$ cat src/rtl/l1_request_arbiter_pkg.sv
// l1_request_arbiter_pkg: L1 client IDs, sizing constants and the record types
// shared by the L1 request arbiter and its in-flight read FIFO.
package l1_request_arbiter_pkg;
    localparam int L1_CONNECTIONS      = 4;
    localparam int L1_ARB_MAX_INFLIGHT = 4;
    localparam int L1_ADDR_W           = 32;
    localparam int L1_DATA_W           = 32;
    localparam int L1_BURST_W          = 5;

    typedef enum logic [1:0] {
        L1_DCACHE_ID = 2'd0,
        L1_DMMU_ID   = 2'd1,
        L1_ICACHE_ID = 2'd2,
        L1_IMMU_ID   = 2'd3
    } l1_id_t;

    typedef struct packed {
        logic [L1_ADDR_W-1:0]  addr;
        logic [L1_DATA_W-1:0]  data;
        logic                  rnw;
        logic [L1_BURST_W-1:0] burst;
        l1_id_t                id;
    } l1_arb_req_t;

    typedef struct packed {
        l1_id_t                id;
        logic [L1_BURST_W-1:0] burst;
    } l1_inflight_t;
endpackage

$ cat src/rtl/l1_inflight_fifo.sv
// l1_inflight_fifo: registered FIFO of outstanding read owners/lengths; a push
// and a pop in the same cycle are both honoured, including while full.
module l1_inflight_fifo
    import l1_request_arbiter_pkg::*;
#(
    parameter int DEPTH = L1_ARB_MAX_INFLIGHT
) (
    input  logic         clk,
    input  logic         rst_n,
    input  logic         push,
    input  l1_inflight_t push_data,
    input  logic         pop,
    output l1_inflight_t head,
    output logic         full,
    output logic         empty
);
    localparam int PW = $clog2(DEPTH);

    l1_inflight_t   mem_q [DEPTH];
    l1_inflight_t   mem_d [DEPTH];
    logic [PW-1:0]  wr_q, wr_d, rd_q, rd_d;
    logic [PW:0]    cnt_q, cnt_d;

    assign head  = mem_q[rd_q];
    assign full  = cnt_q == (PW+1)'(DEPTH);
    assign empty = cnt_q == '0;

    // next storage, pointers (wrapping modulo DEPTH) and occupancy
    always_comb begin
        mem_d = mem_q;
        wr_d  = push ? wr_q + 1'b1 : wr_q;
        rd_d  = pop ? rd_q + 1'b1 : rd_q;
        cnt_d = cnt_q + (PW+1)'(push) - (PW+1)'(pop);
        if (push) mem_d[wr_q] = push_data;
    end

    // FIFO state registers
    always_ff @(posedge clk or negedge rst_n) begin
        if (!rst_n) begin
            for (int i = 0; i < DEPTH; i++) mem_q[i] <= '0;
            wr_q  <= '0;
            rd_q  <= '0;
            cnt_q <= '0;
        end else begin
            mem_q <= mem_d;
            wr_q  <= wr_d;
            rd_q  <= rd_d;
            cnt_q <= cnt_d;
        end
    end
endmodule

$ cat src/rtl/l1_request_arbiter.sv
// l1_request_arbiter: shares the single L1 memory request port among the four
// L1 clients and steers returning read beats to their owner.
// Build option L1_ARB_ROUND_ROBIN_EN selects round-robin instead of fixed priority.
module l1_request_arbiter
    import l1_request_arbiter_pkg::*;
#(
    parameter int NUM_REQ      = L1_CONNECTIONS,
    parameter int MAX_INFLIGHT = L1_ARB_MAX_INFLIGHT,
    parameter int ADDR_W       = L1_ADDR_W,
    parameter int DATA_W       = L1_DATA_W,
    parameter int BURST_W      = L1_BURST_W
) (
    input  logic                        clk,
    input  logic                        rst_n,
    input  logic [NUM_REQ-1:0]          req_valid,
    output logic [NUM_REQ-1:0]          req_ready,
    input  logic [NUM_REQ*ADDR_W-1:0]   req_addr,
    input  logic [NUM_REQ*DATA_W-1:0]   req_data,
    input  logic [NUM_REQ-1:0]          req_rnw,
    input  logic [NUM_REQ*BURST_W-1:0]  req_burst,
    output logic                        mem_request,
    input  logic                        mem_ack,
    output logic [ADDR_W-1:0]           mem_addr,
    output logic [DATA_W-1:0]           mem_data,
    output logic                        mem_rnw,
    output logic [BURST_W-1:0]          mem_burst,
    output l1_id_t                      mem_id,
    input  logic                        mem_rd_valid,
    input  logic [DATA_W-1:0]           mem_rd_data,
    output logic [NUM_REQ-1:0]          rd_valid,
    output logic [DATA_W-1:0]           rd_data
);
    localparam int IDW = $clog2(NUM_REQ);

    typedef enum logic {IDLE, ISSUE} state_t;

    state_t              state_q, state_d;
    l1_arb_req_t         mreq_q, mreq_d;
    logic [BURST_W-1:0]  beat_q, beat_d;
    logic [NUM_REQ-1:0]  cand;
    logic                grant;
    logic [IDW-1:0]      win;
    logic                fifo_push, fifo_pop, fifo_full, fifo_empty;
    l1_inflight_t        fifo_head;
`ifdef L1_ARB_ROUND_ROBIN_EN
    logic [IDW-1:0]      rr_ptr_q, rr_ptr_d;
`endif

    l1_inflight_fifo #(.DEPTH(MAX_INFLIGHT)) u_inflight_fifo (
        .clk       (clk),
        .rst_n     (rst_n),
        .push      (fifo_push),
        .push_data ('{id: mreq_q.id, burst: mreq_q.burst}),
        .pop       (fifo_pop),
        .head      (fifo_head),
        .full      (fifo_full),
        .empty     (fifo_empty)
    );

    assign mem_request = state_q == ISSUE;
    assign mem_addr    = mreq_q.addr;
    assign mem_data    = mreq_q.data;
    assign mem_rnw     = mreq_q.rnw;
    assign mem_burst   = mreq_q.burst;
    assign mem_id      = mreq_q.id;
    assign rd_data     = mem_rd_data;

    // winner selection; reads are held off while the in-flight FIFO is full
    always_comb begin
        cand  = req_valid & ~(req_rnw & {NUM_REQ{fifo_full}});
        grant = |cand;
        win   = '0;
`ifdef L1_ARB_ROUND_ROBIN_EN
        for (int i = NUM_REQ - 1; i >= 0; i--)
            if (cand[rr_ptr_q + IDW'(i)]) win = rr_ptr_q + IDW'(i);
`else
        for (int i = NUM_REQ - 1; i >= 0; i--)
            if (cand[i]) win = IDW'(i);
`endif
    end

    // accept/issue FSM: capture the winner in IDLE, hold it on the bus until acked
    always_comb begin
        state_d   = state_q;
        mreq_d    = mreq_q;
        req_ready = '0;
        fifo_push = 1'b0;
`ifdef L1_ARB_ROUND_ROBIN_EN
        rr_ptr_d  = rr_ptr_q;
`endif
        if (state_q == IDLE) begin
            if (grant && rst_n) begin
                req_ready[win] = 1'b1;
                mreq_d.addr    = req_addr[win*ADDR_W +: ADDR_W];
                mreq_d.data    = req_data[win*DATA_W +: DATA_W];
                mreq_d.rnw     = req_rnw[win];
                mreq_d.burst   = req_burst[win*BURST_W +: BURST_W];
                mreq_d.id      = l1_id_t'(win);
                state_d        = ISSUE;
`ifdef L1_ARB_ROUND_ROBIN_EN
                rr_ptr_d       = win + 1'b1;
`endif
            end
        end else if (mem_ack) begin
            fifo_push = mreq_q.rnw;
            state_d   = IDLE;
        end
    end

    // read beat routing to the FIFO head's owner; pop after its last beat
    always_comb begin
        rd_valid = '0;
        fifo_pop = 1'b0;
        beat_d   = beat_q;
        if (mem_rd_valid && !fifo_empty) begin
            rd_valid[fifo_head.id] = 1'b1;
            fifo_pop = beat_q == fifo_head.burst;
            beat_d   = fifo_pop ? '0 : beat_q + 1'b1;
        end
    end

    // arbiter state registers
    always_ff @(posedge clk or negedge rst_n) begin
        if (!rst_n) begin
            state_q  <= IDLE;
            mreq_q   <= '0;
            beat_q   <= '0;
`ifdef L1_ARB_ROUND_ROBIN_EN
            rr_ptr_q <= '0;
`endif
        end else begin
            state_q  <= state_d;
            mreq_q   <= mreq_d;
            beat_q   <= beat_d;
`ifdef L1_ARB_ROUND_ROBIN_EN
            rr_ptr_q <= rr_ptr_d;
`endif
        end
    end

`ifdef ENABLE_SIMULATION_ASSERTIONS
    // a read beat with nothing outstanding is a bus protocol error
    assert property (@(posedge clk) disable iff (!rst_n) mem_rd_valid |-> !fifo_empty);
`endif
endmodule

$ cat config.mk
export PLATFORM = sky130hd
export DESIGN_NAME = l1_request_arbiter
export DESIGN_NICKNAME = d
export VERILOG_FILES = /design/src/rtl/l1_request_arbiter_pkg.sv /design/src/rtl/l1_inflight_fifo.sv /design/src/rtl/l1_request_arbiter.sv
export SDC_FILE = /design/constraint.sdc
export NUM_CORES = 1
export LEC_CHECK = 0
export ABC_AREA = 1
export CORE_AREA = 4 4 164 166
export DETAILED_ROUTE_END_ITERATION = 6
export DIE_AREA = 0 0 168 170
export PLACE_DENSITY = 0.75
export SKIP_LAST_GASP = 1
export SYNTH_ARGS = -nofsm -noshare
export SYNTH_HDL_FRONTEND = slang
export SYNTH_SLANG_ARGS = --single-unit
$ cat constraint.sdc
create_clock -name clk -period 3.5 [get_ports clk]
set_clock_uncertainty 0.1 [all_clocks]
set_input_delay 0.7 -clock clk [delete_from_list [all_inputs] [get_ports clk]]
set_output_delay 0.7 -clock clk [all_outputs]
set_load 0.01 [all_outputs]
==> results.md <==
- Status: finished clean
- Yosys warning total: 0
- Adder-cell share of the synthesized area: 1.25%
- Cts hold-fix bufs: 0
- Routability cong.: 0.895
- Mapped Area: 8610 um2
- Drt total wl: 31.8 mm
- Reg-to-Reg End: u_inflight_fifo.cnt_q[1]
- Initial DRC count: 663
- Final setup violation count: 0
- Maxcap violations: 0
- Final net count: 2,048
- Worst skew pair latency: 410 ps
- Dpl cells: 2,036
- Relative slew slack: 43.0%
- Die height: 170 um
- Commonest non-fill, non-tap cell in the layout: nand2_1
- Antenna violations before repair: 1
- RSZ-0062 raised after global routing: true
- Largest family of logic cells by synthesized area: simple AND/OR/NAND/NOR gates
- Min-delay worst type: in -> async
- Cells after synthesis: 1,426
- Worst Path Required: 2700 ps
- Leakage power: 7.09 nW
- R2r setup slk: 680 ps
- Critical Path Fanout Max: 5
- Drt first pass iters: 6
- Final-report max-slew violation count: 0
- Crit share post-route: 97.4%
- Initial core utilization: 33.6%
- Avg Vias per Cell: 4.68
- GRT overflow: 0
- Most frequent cells in the layout: nand2_1 (508), clkdlybuf4s50_1 (365), inv_1 (308)
- Antenna-violating nets left: 0
- Synth Area in Simple Gates: 40.7%
- IO buf count: 368
- FP Rows: 59
- Area grow syn2layout: 49.3%
- Worst Setup End Kind: output pin
- CTS buffer count: 17
- Vias in the first global route: 8,858
- Worst-path clk slew: 60 ps
- CTS max path bufs: 2
- Clock sink count: 113
- CORE AREA: 25,600 um2
- Routed vias: 9,675
- Distinct cells, synth: 27
- Register bit total from synthesis: 113
- Maximum clock rate: 293 MHz
- Root Driver: clkbuf_16
- FF-to-FF path depth: 14
- Largest net degree at the start of global routing: 141
- I/O pin count: 433
- Compound-Gate Fraction of Synth Area: 2.62%
- CTS tree: done
- Global router's overall resource usage: 21.2%
- DRC: 0
- Finished layout cell area: 12,900 um2
- Layout cells sized above 1: 3.87%
- Worst-margin pin slew: 855 ps
- Cell Area, Placed: 12,300 um2
- Post-Synth XOR/XNOR Area: 1.22%
- CP Class: in -> out
- Antenna cells: 0
- VDD IR max: 0.000307 V
- WL/cell: 15.4 um
- Startpoint Class: input port
- Pwr dens: 594 nW/um2
- Syn avg cell area: 6.04 um2
- Non-Filler Instances: 2,067
- Mux contribution to synthesized area: 0%
- Mapped Nets: 1,754
- H-tree depth: 4
- DIE AREA: 28,600 um2
- Register area share after synthesis: 32.8%
- Final Hold Fails: 0
- Critical path arrival: 2610 ps
- Tot Pwr: 7.63 mW
- Dpl hpwl: 23.7 mm
- Global-route wire length before repair: 48.2 mm
- Reg2reg start: u_inflight_fifo.rd_q[1]
- Chip Width: 168 um
- Tmin final: 3410 ps
what timing repair did:
item,4_1_cts,5_1_grt
setup endpoints to repair,0,4
resized for setup,0,5
endpoints found under the hold margin,0,0
buffers inserted,0,0
metal layers:
layer	wire [um]	global-route usage, %	up-vias
li1	-	-	4819
met2	15700	36.1	368
met1	13000	26.5	4440
met4	736	5.96	2
met5	20	0	-
met3	2340	5.95	46
area by class of cell:
type	count	area (um2)
Multi-Input combinational cell	888	3980
Sequential cell	113	2830
Clock buffer	18	439
Fill cell	2545	12800
Clock inverter	13	115
Inverter	311	1170
Tap cell	335	419
Timing Repair Buffer	389	3910
report_power, final:
group          total (mW)  internal [mW]  switching, mW
registers            2.31           1.88          0.436
clock network        1.62          0.988          0.631
logic                3.70           1.70           2.00
logic make-up after synthesis:
| logic type | after synthesis |
|---|---|
| xor gates and xnor gates | 12 |
| AOI/OAI and AO/OA | 40 |
| adders and majority gates | 8 |
| buffers and inverters | 425 |
| DFF | 113 |
| and+or+nand+nor | 828 |
per-stage QoR:
step	setup slack [ps]	TNS [ps]	utilization [%]	hold WS [ps]
2_1_floorplan	872	0	-	304
3_3_place_gp	48.2	0	47.9	362
3_5_place_dp	46.9	0	47.9	365
4_1_cts	44.1	0	50.1	355
5_1_grt	-18.2	-18.2	50.2	393
6_report	91.5	0	50.2	342
flip-flops by register name, summed over array words and instances, names as in the netlist:
signal	cells
mem_rnw	1
beat_q	5
mem_addr	32
u_inflight_fifo.wr_q	2
u_inflight_fifo.rd_q	2
u_inflight_fifo.mem_q	28
u_inflight_fifo.cnt_q	3
mem_burst	5
mem_id	2
mem_data	32
mem_request	1
worst max-delay path by stage:
stage	from	end	slack [ps]
floorplan	u_inflight_fifo.rd_q[0]	u_inflight_fifo.cnt_q[2]	870
CTS	req_rnw[1]	req_ready[3]	40
finish	req_rnw[2]	req_ready[1]	90
global placement	req_rnw[1]	req_ready[3]	50
global route	req_rnw[2]	req_ready[3]	-20
detailed placement	req_rnw[1]	req_ready[3]	50
Yosys cell counts (all sizes together):
cell	count	share of area (%)
or2	1	0.073
nand2	512	22
a32oi	1	0.10
o21ai	37	2.3
dfrtp	113	33
nor2	13	0.60
buf	98	7.1
fa	1	0.23
a21oi	1	0.058
inv	311	14
nand3	300	17
xor2	9	0.92
xnor2	3	0.31
nand4	2	0.15
clkbuf	16	0.70
ha	7	1.0
a21boi	1	0.13
critical path: stages:
cell             delay, ps
clkdlybuf4s50_1        440
nand3_1                 90
nand2_1                110
nand2_2                140
o21ai_1                120
nor2_4                 210
nand2_1                140
nor2_1                 100
clkdlybuf4s50_1        570
(Power assumes the default switching activity.)
==> RTL change, RTL diff (same settings) <==
Make the reset (`rst_n`) synchronous in 2 clocked blocks.
--- a/src/rtl/l1_inflight_fifo.sv
+++ b/src/rtl/l1_inflight_fifo.sv
@@ -37,3 +37,3 @@
     // FIFO state registers
-    always_ff @(posedge clk or negedge rst_n) begin
+    always_ff @(posedge clk) begin
         if (!rst_n) begin
--- a/src/rtl/l1_request_arbiter.sv
+++ b/src/rtl/l1_request_arbiter.sv
@@ -122,3 +122,3 @@
     // arbiter state registers
-    always_ff @(posedge clk or negedge rst_n) begin
+    always_ff @(posedge clk) begin
         if (!rst_n) begin
Function: differs if rst_n is asserted again (counterexample within 4 cycles, from zero or initial values and one cycle with rst_n low); with rst_n held inactive, the same outputs for 4 cycles.
==> RTL change against the unedited design <==
- synthesized cell count decreased by 21%
- area after synthesis decreased by 18%
- hold slack improved by 0.025 ns
- setup slack improved by 0.12 ns
- non-clock buffer count decreased by 8
- combinational power decreased by 38%
- sequential cell count unchanged
- total power decreased by 25%
- wire length decreased by 4.5%
- maximum frequency increased by 3.7%
- cell area decreased by 13%
==> RTL change: results (changes against the unedited design) <==
The flow ran to the end, and the final reports show no timing, DRC or antenna violations. The count of cells along the worst register-to-register path came to 15 (+1). The number of signal-net inverters in the final layout was 26 (-92%).

The per-cell via count in the routed design is 5.07 (+8.4%). The total inserted antenna cells came to 4 (+4). The adder-cell share of the synthesized area came out at 1.53% (+0.28 points).

The fraction of met1 tracks used by global routing came out at 25.2% (-1.3 points). The flip-flop cell with the highest count after synthesis is sky130_fd_sc_hd__dfxtp_1. The cell count after synthesis was 1124 (-21%). The power drawn by the combinational cells is 2300 uW (-38%). The share of synthesized area occupied by flip-flops and latches is 32.1% (-0.75 points).

The routing usage on met3 is 6.18% (+0.23 points). The sequential cell count of the final layout came out at 113 (unchanged). The fraction of area in multi-input gates came out at 35.9% (+4.9 points).

The global-route total usage across every layer is 20.2% (-1.1 points). The switching power summed over all nets came to 2160 uW (-29%). The portion of total power attributed to sequential cells came out at 29.6% (-0.7 points). The synthesized netlist net count is 1452 (-17%).

The number of clock buffer instances in the layout came to 17 (-1). The post-layout instance count excluding filler cells is 1754 (-15%). The initial antenna violation count came out at 7 (+6). The placed wire-length estimate after detailed placement came out at 21.1 mm (-11%).

The routed length on met2 came out at 14.9 mm (-5.3%). The multi-input combinational gate total was 863 (-2.8%). The fraction of registers with async set/reset was 0% (-100 points).

The switching power share of the total came out at 37.6% (-2.5 points). In the synthesized netlist, the cells that appear most often are sky130_fd_sc_hd__nand3_1 (444), sky130_fd_sc_hd__nand2_1 (275), sky130_fd_sc_hd__dfxtp_1 (113). The number of inserted filler cells in the final layout is 2638 (+3.7%). The clock network contribution to total cell area was 5.23% (+0.92 points). The layout buffer count excluding clock buffers is 381 (-2.1%). The number of global-route vias before repair came out at 8219 (-7.2%). The leakage power came out at 0.00470 uW (-34%). The amount of wire on met3 after detailed routing is 2.69 mm (+15%).

The first-pass GRT wire length came out at 46.2 mm (-4.3%). The met2 global-route usage came out at 34.2% (-1.9 points). The post-route met1 wirelength is 12.3 mm (-5.5%). The final design instance area without fill is 11200 um2 (-13%).

The post-synthesis compound-gate area fraction was 3.41% (+0.79 points). The cell count after placement came out at 1718 (-16%). The total wire length after detailed routing is 30.4 mm (-4.5%).

The fraction of layout cells with a size suffix above 1 was 4.17% (+0.30 points). The xor-xnor portion of the synthesized cell area was 0.497% (-0.72 points). The final RePlAce weighted congestion came to 0.855 (-4.5%). The sequential cell area in the final layout came out at 2260 um2 (-20%).

The setup slack at placement is 0.222 ns (+0.175 ns). Sorting the synthesized cells by area gives the leading types as sky130_fd_sc_hd__dfxtp_1 (32%), sky130_fd_sc_hd__nand3_1 (32%), sky130_fd_sc_hd__nand2_1 (15%).
RTL change: changes by cell type after synthesis, sizes merged, moves of 5 or more:
cell,change
nand3,+145
nand2,-232
inv,-285
o21ai,-5
dfxtp,+113
nor2,+65
dfrtp,-113
xor2,-5
a21oi,+8
RTL change: critical path: stages:
cell and delay [ns]:
sky130_fd_sc_hd__clkdlybuf4s50_1 0.45, sky130_fd_sc_hd__nand3_1 0.15, sky130_fd_sc_hd__nand2_4 0.09, sky130_fd_sc_hd__nand2_2 0.12, sky130_fd_sc_hd__a21oi_4 0.04, sky130_fd_sc_hd__buf_4 0.16, sky130_fd_sc_hd__nor3_1 0.20, sky130_fd_sc_hd__clkdlybuf4s50_1 0.57
RTL change: final timing paths:
check                           slack (ns)               startpoint                       end
worst max-delay path                  0.21               req_rnw[0]              req_ready[0]
worst min register to register        0.37              mem_addr[9]               mem_addr[9]
worst min-delay path                  0.37              mem_addr[9]               mem_addr[9]
worst max register to register        0.71  u_inflight_fifo.rd_q[1]  u_inflight_fifo.cnt_q[2]
